===== src/rtl/sprite_pkg.sv =====
// Shared types and constants for the Dino-Jump sprite compositor: fixed layer
// colours, the blink state type and the "DED" death-screen glyph rectangles.
package sprite_pkg;

    typedef struct packed {
        logic [3:0] r;
        logic [3:0] g;
        logic [3:0] b;
    } rgb4_t;

    // Half-open bounds: x0 <= x < x1, y0 <= y < y1
    typedef struct packed {
        int unsigned x0;
        int unsigned x1;
        int unsigned y0;
        int unsigned y1;
    } rect_t;

    typedef enum logic {BlinkOn, BlinkOff} blink_state_e;

    localparam rgb4_t FLOOR_COLOR = '{r: 4'hF, g: 4'hA, b: 4'h0};
    localparam rgb4_t DEATH_COLOR = '{r: 4'hF, g: 4'h0, b: 4'h0};

    localparam int NUM_GLYPH_RECTS = 14;

    // Two Ds (left stem, top, bottom, corner bevel, right stem) around an E
    localparam rect_t GLYPH_RECTS [NUM_GLYPH_RECTS] = '{
        '{170, 190,  80, 180}, '{190, 240,  80, 100}, '{190, 240, 160, 180},
        '{240, 250,  90, 170}, '{245, 260, 100, 160},
        '{285, 305,  80, 180}, '{305, 375,  80, 100}, '{305, 360, 120, 140},
        '{305, 375, 160, 180},
        '{400, 420,  80, 180}, '{420, 470,  80, 100}, '{420, 470, 160, 180},
        '{470, 480,  90, 170}, '{475, 490, 100, 160}
    };

    function automatic logic in_glyph(input int unsigned x, input int unsigned y);
        logic hit;
        hit = 1'b0;
        for (int i = 0; i < NUM_GLYPH_RECTS; i++) begin
            hit = hit | ((x >= GLYPH_RECTS[i].x0) && (x < GLYPH_RECTS[i].x1) &&
                         (y >= GLYPH_RECTS[i].y0) && (y < GLYPH_RECTS[i].y1));
        end
        return hit;
    endfunction

endpackage


===== src/rtl/sprite_compositor_if.sv =====
// Pixel/sprite-attribute bundle between game logic (master) and the
// compositor (slave), plus the composited colour returned to the VGA path.
interface sprite_compositor_if #(
    parameter int unsigned NUM_SPRITES = 4,
    parameter int unsigned COORD_W     = 12,
    parameter int unsigned PIX_W       = 10,
    parameter int unsigned COLOR_W     = 4
);
    logic                             frame_start;
    logic                             pix_valid;
    logic [PIX_W-1:0]                 pix_x;
    logic [PIX_W-1:0]                 pix_y;
    logic                             game_over;
    logic [NUM_SPRITES-1:0]           spr_en;
    logic [NUM_SPRITES-1:0]           spr_stripe;
    logic [NUM_SPRITES*COORD_W-1:0]   spr_x;
    logic [NUM_SPRITES*COORD_W-1:0]   spr_y;
    logic [NUM_SPRITES*COORD_W-1:0]   spr_w;
    logic [NUM_SPRITES*COORD_W-1:0]   spr_h;
    logic [NUM_SPRITES*3*COLOR_W-1:0] spr_color;
    logic                             out_valid;
    logic [COLOR_W-1:0]               red;
    logic [COLOR_W-1:0]               green;
    logic [COLOR_W-1:0]               blue;

    modport master (
        output frame_start, pix_valid, pix_x, pix_y, game_over,
        output spr_en, spr_stripe, spr_x, spr_y, spr_w, spr_h, spr_color,
        input  out_valid, red, green, blue
    );

    modport slave (
        input  frame_start, pix_valid, pix_x, pix_y, game_over,
        input  spr_en, spr_stripe, spr_x, spr_y, spr_w, spr_h, spr_color,
        output out_valid, red, green, blue
    );
endinterface


===== src/rtl/sprite_hit.sv =====
// Combinational hit and stripe-black test of one pixel against one sprite slot.
module sprite_hit #(
    parameter int unsigned COORD_W      = 12,
    parameter int unsigned PIX_W        = 10,
    parameter int unsigned STRIPE_INSET = 3
) (
    input  logic               i_en,
    input  logic               i_stripe,
    input  logic [COORD_W-1:0] i_sx,
    input  logic [COORD_W-1:0] i_sy,
    input  logic [COORD_W-1:0] i_w,
    input  logic [COORD_W-1:0] i_h,
    input  logic [PIX_W-1:0]   i_x,
    input  logic [PIX_W-1:0]   i_y,
    output logic               o_hit,
    output logic               o_black
);
    localparam int unsigned SW = COORD_W + 1;

    logic [SW-1:0] w_x, w_y, w_sx, w_sy, w_x_end, w_y_end, w_dx;
    logic          w_near_left, w_near_right;

    // One extra bit keeps sx+w and sy+h from wrapping
    assign w_x     = SW'(i_x);
    assign w_y     = SW'(i_y);
    assign w_sx    = SW'(i_sx);
    assign w_sy    = SW'(i_sy);
    assign w_x_end = w_sx + SW'(i_w);
    assign w_y_end = w_sy + SW'(i_h);
    assign w_dx    = w_x - w_sx;

    assign o_hit = i_en && (w_x >= w_sx) && (w_x < w_x_end) && (w_y >= w_sy) && (w_y < w_y_end);

    // dx >= w - inset rewritten as dx + inset >= w so a narrow sprite never underflows
    assign w_near_left  = w_dx < SW'(STRIPE_INSET);
    assign w_near_right = ({1'b0, w_dx} + (SW + 1)'(STRIPE_INSET)) >= (SW + 1)'(i_w);

    assign o_black = o_hit && i_stripe && !i_y[0] && (w_near_left || w_near_right);
endmodule


===== src/rtl/sprite_compositor.sv =====
// Two-stage pixel compositor: overlay > floor > sprites > background, with sprite
// attributes shadowed at frame start and a blinking death-screen overlay.
module sprite_compositor
    import sprite_pkg::*;
#(
    parameter int unsigned NUM_SPRITES  = 4,
    parameter int unsigned COORD_W      = 12,
    parameter int unsigned PIX_W        = 10,
    parameter int unsigned COLOR_W      = 4,
    parameter int unsigned FLOOR_Y      = 460,
    parameter int unsigned STRIPE_INSET = 3,
    parameter int unsigned BLINK_FRAMES = 30
) (
    input logic                clk,
    input logic                reset,
    sprite_compositor_if.slave bus
);
    localparam int unsigned RGB_W = 3 * COLOR_W;
    localparam int unsigned CNT_W = (BLINK_FRAMES > 1) ? $clog2(BLINK_FRAMES) : 1;
    localparam logic [RGB_W-1:0] FLOOR_RGB =
        {COLOR_W'(FLOOR_COLOR.r), COLOR_W'(FLOOR_COLOR.g), COLOR_W'(FLOOR_COLOR.b)};
    localparam logic [RGB_W-1:0] DEATH_RGB =
        {COLOR_W'(DEATH_COLOR.r), COLOR_W'(DEATH_COLOR.g), COLOR_W'(DEATH_COLOR.b)};

    logic [NUM_SPRITES-1:0]         r_spr_en, r_spr_stripe;
    logic [NUM_SPRITES*COORD_W-1:0] r_spr_x, r_spr_y, r_spr_w, r_spr_h;
    logic [NUM_SPRITES*RGB_W-1:0]   r_spr_color;
    logic                           r_game_over;

    always_ff @(posedge clk or posedge reset) begin
        if (reset) begin
            r_spr_en     <= '0;
            r_spr_stripe <= '0;
            r_spr_x      <= '0;
            r_spr_y      <= '0;
            r_spr_w      <= '0;
            r_spr_h      <= '0;
            r_spr_color  <= '0;
            r_game_over  <= 1'b0;
        end else if (bus.frame_start) begin
            r_spr_en     <= bus.spr_en;
            r_spr_stripe <= bus.spr_stripe;
            r_spr_x      <= bus.spr_x;
            r_spr_y      <= bus.spr_y;
            r_spr_w      <= bus.spr_w;
            r_spr_h      <= bus.spr_h;
            r_spr_color  <= bus.spr_color;
            r_game_over  <= bus.game_over;
        end
    end

    blink_state_e     r_blink, w_blink_next;
    logic [CNT_W-1:0] r_blink_cnt, w_blink_cnt_next;

    always_ff @(posedge clk or posedge reset) begin
        if (reset) begin
            r_blink     <= BlinkOn;
            r_blink_cnt <= '0;
        end else begin
            r_blink     <= w_blink_next;
            r_blink_cnt <= w_blink_cnt_next;
        end
    end

    always_comb begin
        w_blink_next     = r_blink;
        w_blink_cnt_next = r_blink_cnt;
        if (bus.frame_start) begin
            // The frame that first latches game_over starts a fresh ON phase
            if (!bus.game_over || !r_game_over) begin
                w_blink_next     = BlinkOn;
                w_blink_cnt_next = '0;
            end else if (r_blink_cnt == CNT_W'(BLINK_FRAMES - 1)) begin
                w_blink_next     = (r_blink == BlinkOn) ? BlinkOff : BlinkOn;
                w_blink_cnt_next = '0;
            end else begin
                w_blink_cnt_next = r_blink_cnt + CNT_W'(1);
            end
        end else if (!r_game_over) begin
            w_blink_next     = BlinkOn;
            w_blink_cnt_next = '0;
        end
    end

    logic [NUM_SPRITES-1:0] w_hit, w_black;
    logic [RGB_W-1:0]       w_spr_rgb;
    logic                   w_floor, w_overlay;

    for (genvar i = 0; i < NUM_SPRITES; i++) begin : g_slot
        sprite_hit #(
            .COORD_W      (COORD_W),
            .PIX_W        (PIX_W),
            .STRIPE_INSET (STRIPE_INSET)
        ) u_hit (
            .i_en     (r_spr_en[i]),
            .i_stripe (r_spr_stripe[i]),
            .i_sx     (r_spr_x[i*COORD_W +: COORD_W]),
            .i_sy     (r_spr_y[i*COORD_W +: COORD_W]),
            .i_w      (r_spr_w[i*COORD_W +: COORD_W]),
            .i_h      (r_spr_h[i*COORD_W +: COORD_W]),
            .i_x      (bus.pix_x),
            .i_y      (bus.pix_y),
            .o_hit    (w_hit[i]),
            .o_black  (w_black[i])
        );
    end

    // Walk from lowest to highest priority so the lowest-index hit wins
    always_comb begin
        w_spr_rgb = '0;
        for (int i = NUM_SPRITES - 1; i >= 0; i--) begin
            if (w_hit[i]) w_spr_rgb = w_black[i] ? '0 : r_spr_color[i*RGB_W +: RGB_W];
        end
    end

    assign w_floor   = 32'(bus.pix_y) >= FLOOR_Y;
    assign w_overlay = r_game_over && (r_blink == BlinkOn) &&
                       in_glyph(32'(bus.pix_x), 32'(bus.pix_y));

    // Selected sprite colour is captured here so a same-cycle frame_start cannot
    // swap the palette under a pixel already in flight
    logic                   r_s1_valid, r_s1_floor, r_s1_overlay;
    logic [NUM_SPRITES-1:0] r_s1_hit;
    logic [RGB_W-1:0]       r_s1_rgb;

    always_ff @(posedge clk or posedge reset) begin
        if (reset) begin
            r_s1_valid   <= 1'b0;
            r_s1_floor   <= 1'b0;
            r_s1_overlay <= 1'b0;
            r_s1_hit     <= '0;
            r_s1_rgb     <= '0;
        end else begin
            r_s1_valid   <= bus.pix_valid;
            r_s1_floor   <= w_floor;
            r_s1_overlay <= w_overlay;
            r_s1_hit     <= w_hit;
            r_s1_rgb     <= w_spr_rgb;
        end
    end

    logic [RGB_W-1:0] w_out_rgb, r_out_rgb;
    logic             r_out_valid;

    always_comb begin
        w_out_rgb = '0;
        if (r_s1_valid) begin
            if (r_s1_overlay)   w_out_rgb = DEATH_RGB;
            else if (r_s1_floor) w_out_rgb = FLOOR_RGB;
            else if (|r_s1_hit)  w_out_rgb = r_s1_rgb;
        end
    end

    always_ff @(posedge clk or posedge reset) begin
        if (reset) begin
            r_out_valid <= 1'b0;
            r_out_rgb   <= '0;
        end else begin
            r_out_valid <= r_s1_valid;
            r_out_rgb   <= w_out_rgb;
        end
    end

    assign bus.out_valid = r_out_valid;
    assign bus.red       = r_out_rgb[RGB_W-1 -: COLOR_W];
    assign bus.green     = r_out_rgb[2*COLOR_W-1 -: COLOR_W];
    assign bus.blue      = r_out_rgb[COLOR_W-1:0];
endmodule


===== src/flat_wrapper.sv =====
// flat-port wrapper written by rule: the top's interface ports become plain ports
module sprite_compositor_flat import sprite_pkg::*;
#(
    parameter int unsigned NUM_SPRITES  = 4,
    parameter int unsigned COORD_W      = 12,
    parameter int unsigned PIX_W        = 10,
    parameter int unsigned COLOR_W      = 4,
    parameter int unsigned FLOOR_Y      = 460,
    parameter int unsigned STRIPE_INSET = 3,
    parameter int unsigned BLINK_FRAMES = 30
)
  (clk, reset, bus_frame_start, bus_pix_valid, bus_pix_x, bus_pix_y, bus_game_over, bus_spr_en, bus_spr_stripe, bus_spr_x, bus_spr_y, bus_spr_w, bus_spr_h, bus_spr_color, bus_out_valid, bus_red, bus_green, bus_blue);
  sprite_compositor_if #(.NUM_SPRITES(NUM_SPRITES), .COORD_W(COORD_W), .PIX_W(PIX_W), .COLOR_W(COLOR_W)) bus_i ();
  input logic clk;
  input logic reset;
  input wire logic [$bits(bus_i.frame_start)-1:0] bus_frame_start;
  input wire logic [$bits(bus_i.pix_valid)-1:0] bus_pix_valid;
  input wire logic [$bits(bus_i.pix_x)-1:0] bus_pix_x;
  input wire logic [$bits(bus_i.pix_y)-1:0] bus_pix_y;
  input wire logic [$bits(bus_i.game_over)-1:0] bus_game_over;
  input wire logic [$bits(bus_i.spr_en)-1:0] bus_spr_en;
  input wire logic [$bits(bus_i.spr_stripe)-1:0] bus_spr_stripe;
  input wire logic [$bits(bus_i.spr_x)-1:0] bus_spr_x;
  input wire logic [$bits(bus_i.spr_y)-1:0] bus_spr_y;
  input wire logic [$bits(bus_i.spr_w)-1:0] bus_spr_w;
  input wire logic [$bits(bus_i.spr_h)-1:0] bus_spr_h;
  input wire logic [$bits(bus_i.spr_color)-1:0] bus_spr_color;
  output wire logic [$bits(bus_i.out_valid)-1:0] bus_out_valid;
  output wire logic [$bits(bus_i.red)-1:0] bus_red;
  output wire logic [$bits(bus_i.green)-1:0] bus_green;
  output wire logic [$bits(bus_i.blue)-1:0] bus_blue;
  assign bus_i.frame_start = bus_frame_start;
  assign bus_i.pix_valid = bus_pix_valid;
  assign bus_i.pix_x = bus_pix_x;
  assign bus_i.pix_y = bus_pix_y;
  assign bus_i.game_over = bus_game_over;
  assign bus_i.spr_en = bus_spr_en;
  assign bus_i.spr_stripe = bus_spr_stripe;
  assign bus_i.spr_x = bus_spr_x;
  assign bus_i.spr_y = bus_spr_y;
  assign bus_i.spr_w = bus_spr_w;
  assign bus_i.spr_h = bus_spr_h;
  assign bus_i.spr_color = bus_spr_color;
  assign bus_out_valid = bus_i.out_valid;
  assign bus_red = bus_i.red;
  assign bus_green = bus_i.green;
  assign bus_blue = bus_i.blue;
  sprite_compositor #(.NUM_SPRITES(NUM_SPRITES), .COORD_W(COORD_W), .PIX_W(PIX_W), .COLOR_W(COLOR_W), .FLOOR_Y(FLOOR_Y), .STRIPE_INSET(STRIPE_INSET), .BLINK_FRAMES(BLINK_FRAMES)) u_core (.clk(clk), .reset(reset), .bus(bus_i));
endmodule

===== config.mk =====
export PLATFORM = sky130hd
export DESIGN_NAME = sprite_compositor_flat
export DESIGN_NICKNAME = d
export VERILOG_FILES = /design/src/rtl/sprite_pkg.sv /design/src/rtl/sprite_compositor_if.sv /design/src/rtl/sprite_hit.sv /design/src/rtl/sprite_compositor.sv /design/src/flat_wrapper.sv
export SDC_FILE = /design/constraint.sdc
export NUM_CORES = 1
export LEC_CHECK = 0
export CAP_MARGIN = 0
export CORE_MARGIN = 2
export CORE_UTILIZATION = 45
export CTS_CLUSTER_DIAMETER = 200
export DETAILED_ROUTE_END_ITERATION = 12
export HOLD_SLACK_MARGIN = 0.05
export PLACE_DENSITY = 0.79
export SYNTH_ARGS = -nofsm -noshare
export SYNTH_HDL_FRONTEND = slang
export SYNTH_SLANG_ARGS = --single-unit

===== constraint.sdc =====
create_clock -name clk -period 8.5 [get_ports clk]
set_input_delay 1.275 -clock clk [delete_from_list [all_inputs] [get_ports clk]]
set_output_delay 1.275 -clock clk [all_outputs]
set_load 0.02 [all_outputs]

==> impl_metrics.yaml, run 1 <==
run_status:
  status: "completed"
cts:
  clock_path_buffers: 3
  post_cts_buffers: 0
  clockRootBuffer: "clkbuf_16"
  tritoncts: "yes"
  cts_resized: 0
  clkLatencyLatePin_ns: 0.55
  clock_tree.htree_level_count: 2
  clock_buffers_created_by_tritoncts: 37
  holdBufCountCts: 0
  clk_pin_slew_worst_paths_ns: 0.06
  cts_num_sinks: 287
routing:
  avgViaCountPerCell: 5.73
  wl_per_cell_um: 19.2
  initialDrtViolationCount: 1315
  drt_pass1_iterations: 5
  detail_route.drc_violations: 0
  vias: 19119
  detail_route.wirelength_um: 64000
  antenna_violating_nets_post_route: 0
power_and_ir_drop:
  ir_worst_vdd_mv: 0.119
  cellPowerDensity_nw_per_um2: 191
  overall_power_after_layout_w: 0.00511
  leakagePower_nw: 12.1
synthesis:
  synth_top_cells_by_area: "dfrtp_1 (33%), ha_1 (17%), o21ai_0 (5.3%)"
  postSynthNetCount: 2996
  number_of_enable_type_register_cells_in_the_synthesized_netlist: 0
  synth_top_area_frac: 0.328
  asyncSetResetFlopFracSynth: 1.00
  register_bit_count_reported_by_yosys: 287
  dominantRegCellSynth: "dfrtp_1"
  syn_area_per_cell_um2: 9.08
  yosysWarningCount: 0
  synth_cell_types: 89
  netlist_instances: 2409
  synth_seq_area_share: 0.328
  synth.largest_area_cell: "dfrtp_1"
  syn_area_um2: 21900
die:
  die-area_um2: 50400
  rows: 80
  ioPinCount: 286
  core_area_um2: 47800
  start_util: 0.457
  die_width_um: 224
  die_height_um: 224
critical_path:
  critical_path.n_buffers_inverters: 3
  worstReg2RegStart: "u_core.r_spr_y[12]"
  worstSetupStartpoint: "bus_pix_x[0]"
  reg2reg_slack_ns: 3.17
  worst_path_dominant_cell_family: "compound AO/OA/AOI/OAI gates"
  crit_arrival_ns: 7.01
  timing.critical_path.fanout_max: 12
  critPathRequiredTime_ns: 8.92
  worst-setup-path-type: "in -> reg"
  worstSetupStartpointType: "input pin"
  rr_endpoint: "u_core.r_s1_rgb[9]"
  worstPathCellList: "clkdlybuf4s50_1, inv_1, ha_1, inv_1, fa_1, a21oi_1, o2111ai_1, xor2_1, nand4_1, nor3b_1, nand3_1, xor2_1, ha_1, a211oi_1, o21a_1, o211ai_1, o211ai_1, a31oi_1, a41oi_1, o21ai_2, o32ai_1, a211o_1"
  r2r_cells: 17
  delay_of_the_slowest_cell_on_the_worst_path_ns: 0.69
  timing.critical_path.slowest_stage_cell: "o21ai_2"
  end_kind: "flip-flop"
timing:
  slew_headroom: 0.263
  min_period_ns: 6.60
  setup_viol: 0
  timing.fmax_mhz: 152
  fin_crit_sh: 0.776
  maxSlewViolCount: 0
  final-hold-violation-count: 0
  finalSetupTns_ns: 0
  finClkSkew_ns: 0.0146
  max_slew.worst_pin.slew_ns: 1.09
  grt_setup_unrepaired: "no"
layout:
  count_of_non_filler_cells_in_the_finished_layout: 3334
  final_cell_mix: "ha_1 (302), dfrtp_1 (287), clkdlybuf4s50_1 (284), nand2_1 (265), o21ai_0 (233)"
  areaGrowthSynthToFinish_pct: 22.1
  finish.utilization: 0.558
  drive_gt1_frac: 0.0788
  fillerInstances: 4166
  mostFrequentLayoutCell: "ha_1"
  nets: 3278
  post-route-cell-area_um2: 26700
job:
  maxCapViolCount: 0
worst_hold_path:
  whs_path_depth: 1
  min-delay-start: "u_core.r_s1_rgb[1]"
  whs_endpoint: "u_core.r_out_rgb[1]"
  hold_class: "reg -> reg"
placement:
  gp_congestion: 0.953
  placement.io_buffers: 285
  dp_hpwl_um: 49400
  placedInstanceArea_um2: 25400
  post-place-cells: 3267
global_routing:
  grt_max_degree: 188
  grt_usage: 0.254
  initial_antenna_violation_count: 9
  global_route_wire_length_before_repair_um: 102000
  number_of_global_route_vias_before_repair: 19393
  global_route.overflow_total: 0
## cell families after synthesis
family / share of synthesized area
AOI/OAI and AO/OA: 0.194
and+or+nand+nor: 0.146
adders and majority gates: 0.184
DFF: 0.328
buffers and inverters: 0.0473
xor gates and xnor gates: 0.0485
muxes: 0.0524
## area by class of cell
cell class	count	area [um^2]	area share
clock buffers	43	988	0.0370
repair buffers	302	3000	0.112
flip-flops and latches	287	7180	0.269
well taps	615	769	0.0288
multi-input cells	1853	13700	0.511
diodes	4	10.0	0.000375
inverters	210	792	0.0297
clock inverters	20	312	0.0117
## worst max path at each step
stage                                endpoint  slack (ns)  cells after the start
after floorplan           u_core.r_s1_rgb[10]        3.13                     23
after global placement     u_core.r_s1_rgb[7]        1.71                     19
after detailed placement   u_core.r_s1_rgb[8]        1.44                     22
after CTS                  u_core.r_s1_rgb[8]        2.00                     22
after global routing       u_core.r_s1_rgb[7]        1.60                     22
final                      u_core.r_s1_rgb[8]        1.90                     22
## worst register-to-register path, cell delays in order, from the launching register on
cell and delay (ns):
dfrtp_1 0.41, ha_1 0.27, fa_1 0.46, a21oi_1 0.20, o221ai_1 0.23, or3_1 0.38
nor2b_1 0.15, xnor2_1 0.13, ha_1 0.30, nand3_1 0.10, nor2_1 0.11, a21oi_1 0.09
a221o_1 0.35, o211ai_1 0.49, o2bb2ai_1 0.28, nor3b_1 0.43, nand4b_1 0.46, o211ai_1 0.37
## flip-flops by register name (all words and copies together) (netlist names), 4 cells and up
name and count:
u_core.r_spr_y 48, u_core.r_blink_cnt 5, u_core.r_spr_color 48, u_core.r_spr_w 48, u_core.r_out_rgb 12, u_core.r_spr_en 4, u_core.r_spr_x 48, u_core.r_s1_hit 4
u_core.r_s1_rgb 12, u_core.r_spr_stripe 4, u_core.r_spr_h 48
## per-layer routing
| layer | up-vias | track usage | share of wire | routed length (um) |
|---|---|---|---|---|
| met5 | - | 0 | 0.00094 | 60 |
| met4 | 10 | 0.107 | 0.044 | 2780 |
| met3 | 162 | 0.0400 | 0.060 | 3830 |
| met2 | 601 | 0.429 | 0.47 | 30000 |
| met1 | 9119 | 0.325 | 0.43 | 27300 |
| li1 | 9227 | - | - | - |
## Yosys cell counts (all sizes together), types with 9 or more instances
| master | number |
|---|---|
| nor2b | 36 |
| xor2 | 60 |
| nand4 | 19 |
| nor4 | 21 |
| a211oi | 26 |
| or3 | 10 |
| o2111ai | 11 |
| a21oi | 127 |
| fa | 12 |
| nand2b | 35 |
| a21boi | 13 |
| o211ai | 35 |
| clkbuf | 49 |
| nor3b | 11 |
| o21ai | 246 |
| xnor2 | 61 |
| inv | 210 |
| buf | 10 |
| o21bai | 11 |
| and3 | 17 |
| a211o | 13 |
| o21a | 28 |
| mux2 | 100 |
| and2 | 21 |
| nor2 | 104 |
| nand2 | 265 |
| a21o | 41 |
| a31oi | 23 |
| or2 | 15 |
| nor3 | 30 |
| ha | 302 |
| o31ai | 9 |
| nand3 | 34 |
| dfrtp | 287 |
## power breakdown
part	leakage (nW)	internal, W	switching (W)
clock network	0.636	0.00107	0.000635
logic	7.93	0.000832	0.00100
registers	3.49	0.00148	0.0000860
## metrics by stage
| stage | hold slack (ns) | worst slack (ns) |
|---|---|---|
| 2_1_floorplan | 0.422 | 3.13 |
| 3_3_place_gp | 0.442 | 1.71 |
| 3_5_place_dp | 0.443 | 1.44 |
| 4_1_cts | 0.456 | 2.00 |
| 5_1_grt | 0.473 | 1.60 |
| 6_report | 0.455 | 1.90 |
Power figures use the tool's default switching activity.
==> run 2, diff against run 1 <==
- PLACE_DENSITY: 0.79 -> 0.76
- clock period: 8.5 -> 6.35 ns (I/O delays scaled with it)
==> run 2 against run 1 <==
Compared with the run above: sequential power is 34% higher; clock skew rose by 0.012 ns; via count is essentially flat; die area unchanged; hold slack gained 0.0039 ns; total power up 30%; largest power group unchanged.
==> impl_metrics.yaml, run 2 (same netlist as run 1, synthesis figures left out) <==
run_status:
  status: "completed"
critical_path:
  critPathRequiredTime_ns: 6.84
  end_kind: "flip-flop"
  crit_arrival_ns: 6.33
  worstSetupStartpointType: "input pin"
  worst-setup-path-type: "in -> reg"
  timing.critical_path.fanout_max: 12
die:
  core_area_um2: 47800
  die_height_um: 224
  ioPinCount: 286
  rows: 80
  start_util: 0.457
  die_width_um: 224
  die-area_um2: 50400
layout:
  drive_gt1_frac: 0.0811
  areaGrowthSynthToFinish_pct: 22.1
  nets: 3287
  mostFrequentLayoutCell: "ha_1"
  fillerInstances: 4158
  final_cell_mix: "ha_1 (302), dfrtp_1 (287), clkdlybuf4s50_1 (284), nand2_1 (265), o21ai_0 (233)"
power_and_ir_drop:
  ir_worst_vdd_mv: 0.181
  cellPowerDensity_nw_per_um2: 250
  leakagePower_nw: 12.1
routing:
  initialDrtViolationCount: 1176
  detail_route.drc_violations: 0
  drt_pass1_iterations: 6
  wl_per_cell_um: 19.2
  detail_route.wirelength_um: 64200
  avgViaCountPerCell: 5.71
  vias: 19109
  antenna_violating_nets_post_route: 0
global_routing:
  number_of_global_route_vias_before_repair: 19679
  grt_usage: 0.255
  initial_antenna_violation_count: 9
  grt_max_degree: 161
  global_route_wire_length_before_repair_um: 103000
  global_route.overflow_total: 0
placement:
  dp_hpwl_um: 50300
  pre_cts_slack_ns: -0.0119
  placement.io_buffers: 285
  gp_congestion: 0.906
cts:
  cts_resized: 0
  tritoncts: "yes"
  post_cts_buffers: 0
  cts_num_sinks: 287
  clk_pin_slew_worst_paths_ns: 0.06
  holdBufCountCts: 0
  clock_path_buffers: 3
  clkLatencyLatePin_ns: 0.56
  clockRootBuffer: "clkbuf_16"
  clock_tree.htree_level_count: 2
  clock_buffers_created_by_tritoncts: 35
timing:
  setup_viol: 0
  setup_ws_ns: 0.512
  fin_crit_sh: 0.919
  worst_hold_slack_ns: 0.459
  maxSlewViolCount: 0
  min_period_ns: 5.84
  finClkSkew_ns: 0.0266
  final-hold-violation-count: 0
  timing.fmax_mhz: 171
  max_slew.worst_pin.slew_ns: 0.983
  grt_setup_unrepaired: "no"
  slew_headroom: 0.345
worst_hold_path:
  hold_class: "reg -> reg"
job:
  maxCapViolCount: 0
==> run 2: report_power, final <==
group	total, W	leakage (nW)	internal (W)	switching, W
Sequential	0.00210	3.49	0.00198	0.000112
Combinational	0.00248	7.99	0.00113	0.00135
Clock	0.00209	0.581	0.00125	0.000839
Total	0.00667	12.1	0.00436	0.00230
==> run 2: critical path, stage by stage <==
cell             delay, ns
clkdlybuf4s50_1       0.45
inv_1                 0.29
ha_1                  0.23
inv_1                 0.06
fa_1                  0.40
a211oi_1              0.45
nor2_1                0.12
xor2_1                0.39
and3_1                0.27
nand3_1               0.13
nor3_1                0.36
nand3_1               0.16
xnor2_1               0.22
ha_1                  0.28
nand4_1               0.09
nor2_1                0.07
o21a_1                0.10
a211o_1               0.27
a31oi_1               0.17
o211ai_1              0.11
a211oi_2              0.21
buf_4                 0.25
and2_1                0.17
a211o_1               0.10
==> run 2: per-layer routing <==
layer  share of wire  global-route usage  vias to the layer above
met4           0.035              0.0987                        6
met2            0.48               0.440                      478
li1                -                   -                     9245
met3           0.054              0.0411                      148
met1            0.43               0.321                     9232
met5         0.00067                   0                        -
==> run 2: metrics by stage <==
stage	total power [W]	util	TNS, ns	cells	area, um^2
global route	0.00712	0.558	0	3343	26700
CTS	0.00671	0.558	0	3339	26700
global placement	0.00448	0.533	0	3278	25500
finish	0.00667	0.558	0	3347	26700
floorplan	0.00383	-	0	2409	21900
detailed placement	0.00458	0.533	-0.0151	3278	25500
==> run 2: cell type report <==
type,count,area [um^2],area share
clock buffer,44,971,0.0364
inverter,210,792,0.0297
antenna,8,20.0,0.000749
clock inverter,17,213,0.00796
multi-input combinational,1853,13700,0.511
sequential,287,7180,0.269
timing repair buffer,313,3110,0.116
tap,615,769,0.0288
==> run 2: path summary, 6_finish.rpt <==
path | to | startpoint | cells after the start | slack, ns
setup reg to reg | u_core.r_s1_rgb[5] | u_core.r_spr_y[12] | 17 | 1.11
hold reg to reg | u_core.r_out_rgb[4] | u_core.r_s1_rgb[4] | 1 | 0.46
setup / recovery | u_core.r_s1_rgb[7] | bus_pix_x[0] | 24 | 0.51
min in group asynchronous | u_core.r_out_rgb[1] | reset | 2 | 0.75
max in group asynchronous | u_core.r_spr_w[3] | reset | 3 | 4.28
hold / removal | u_core.r_out_rgb[4] | u_core.r_s1_rgb[4] | 1 | 0.46
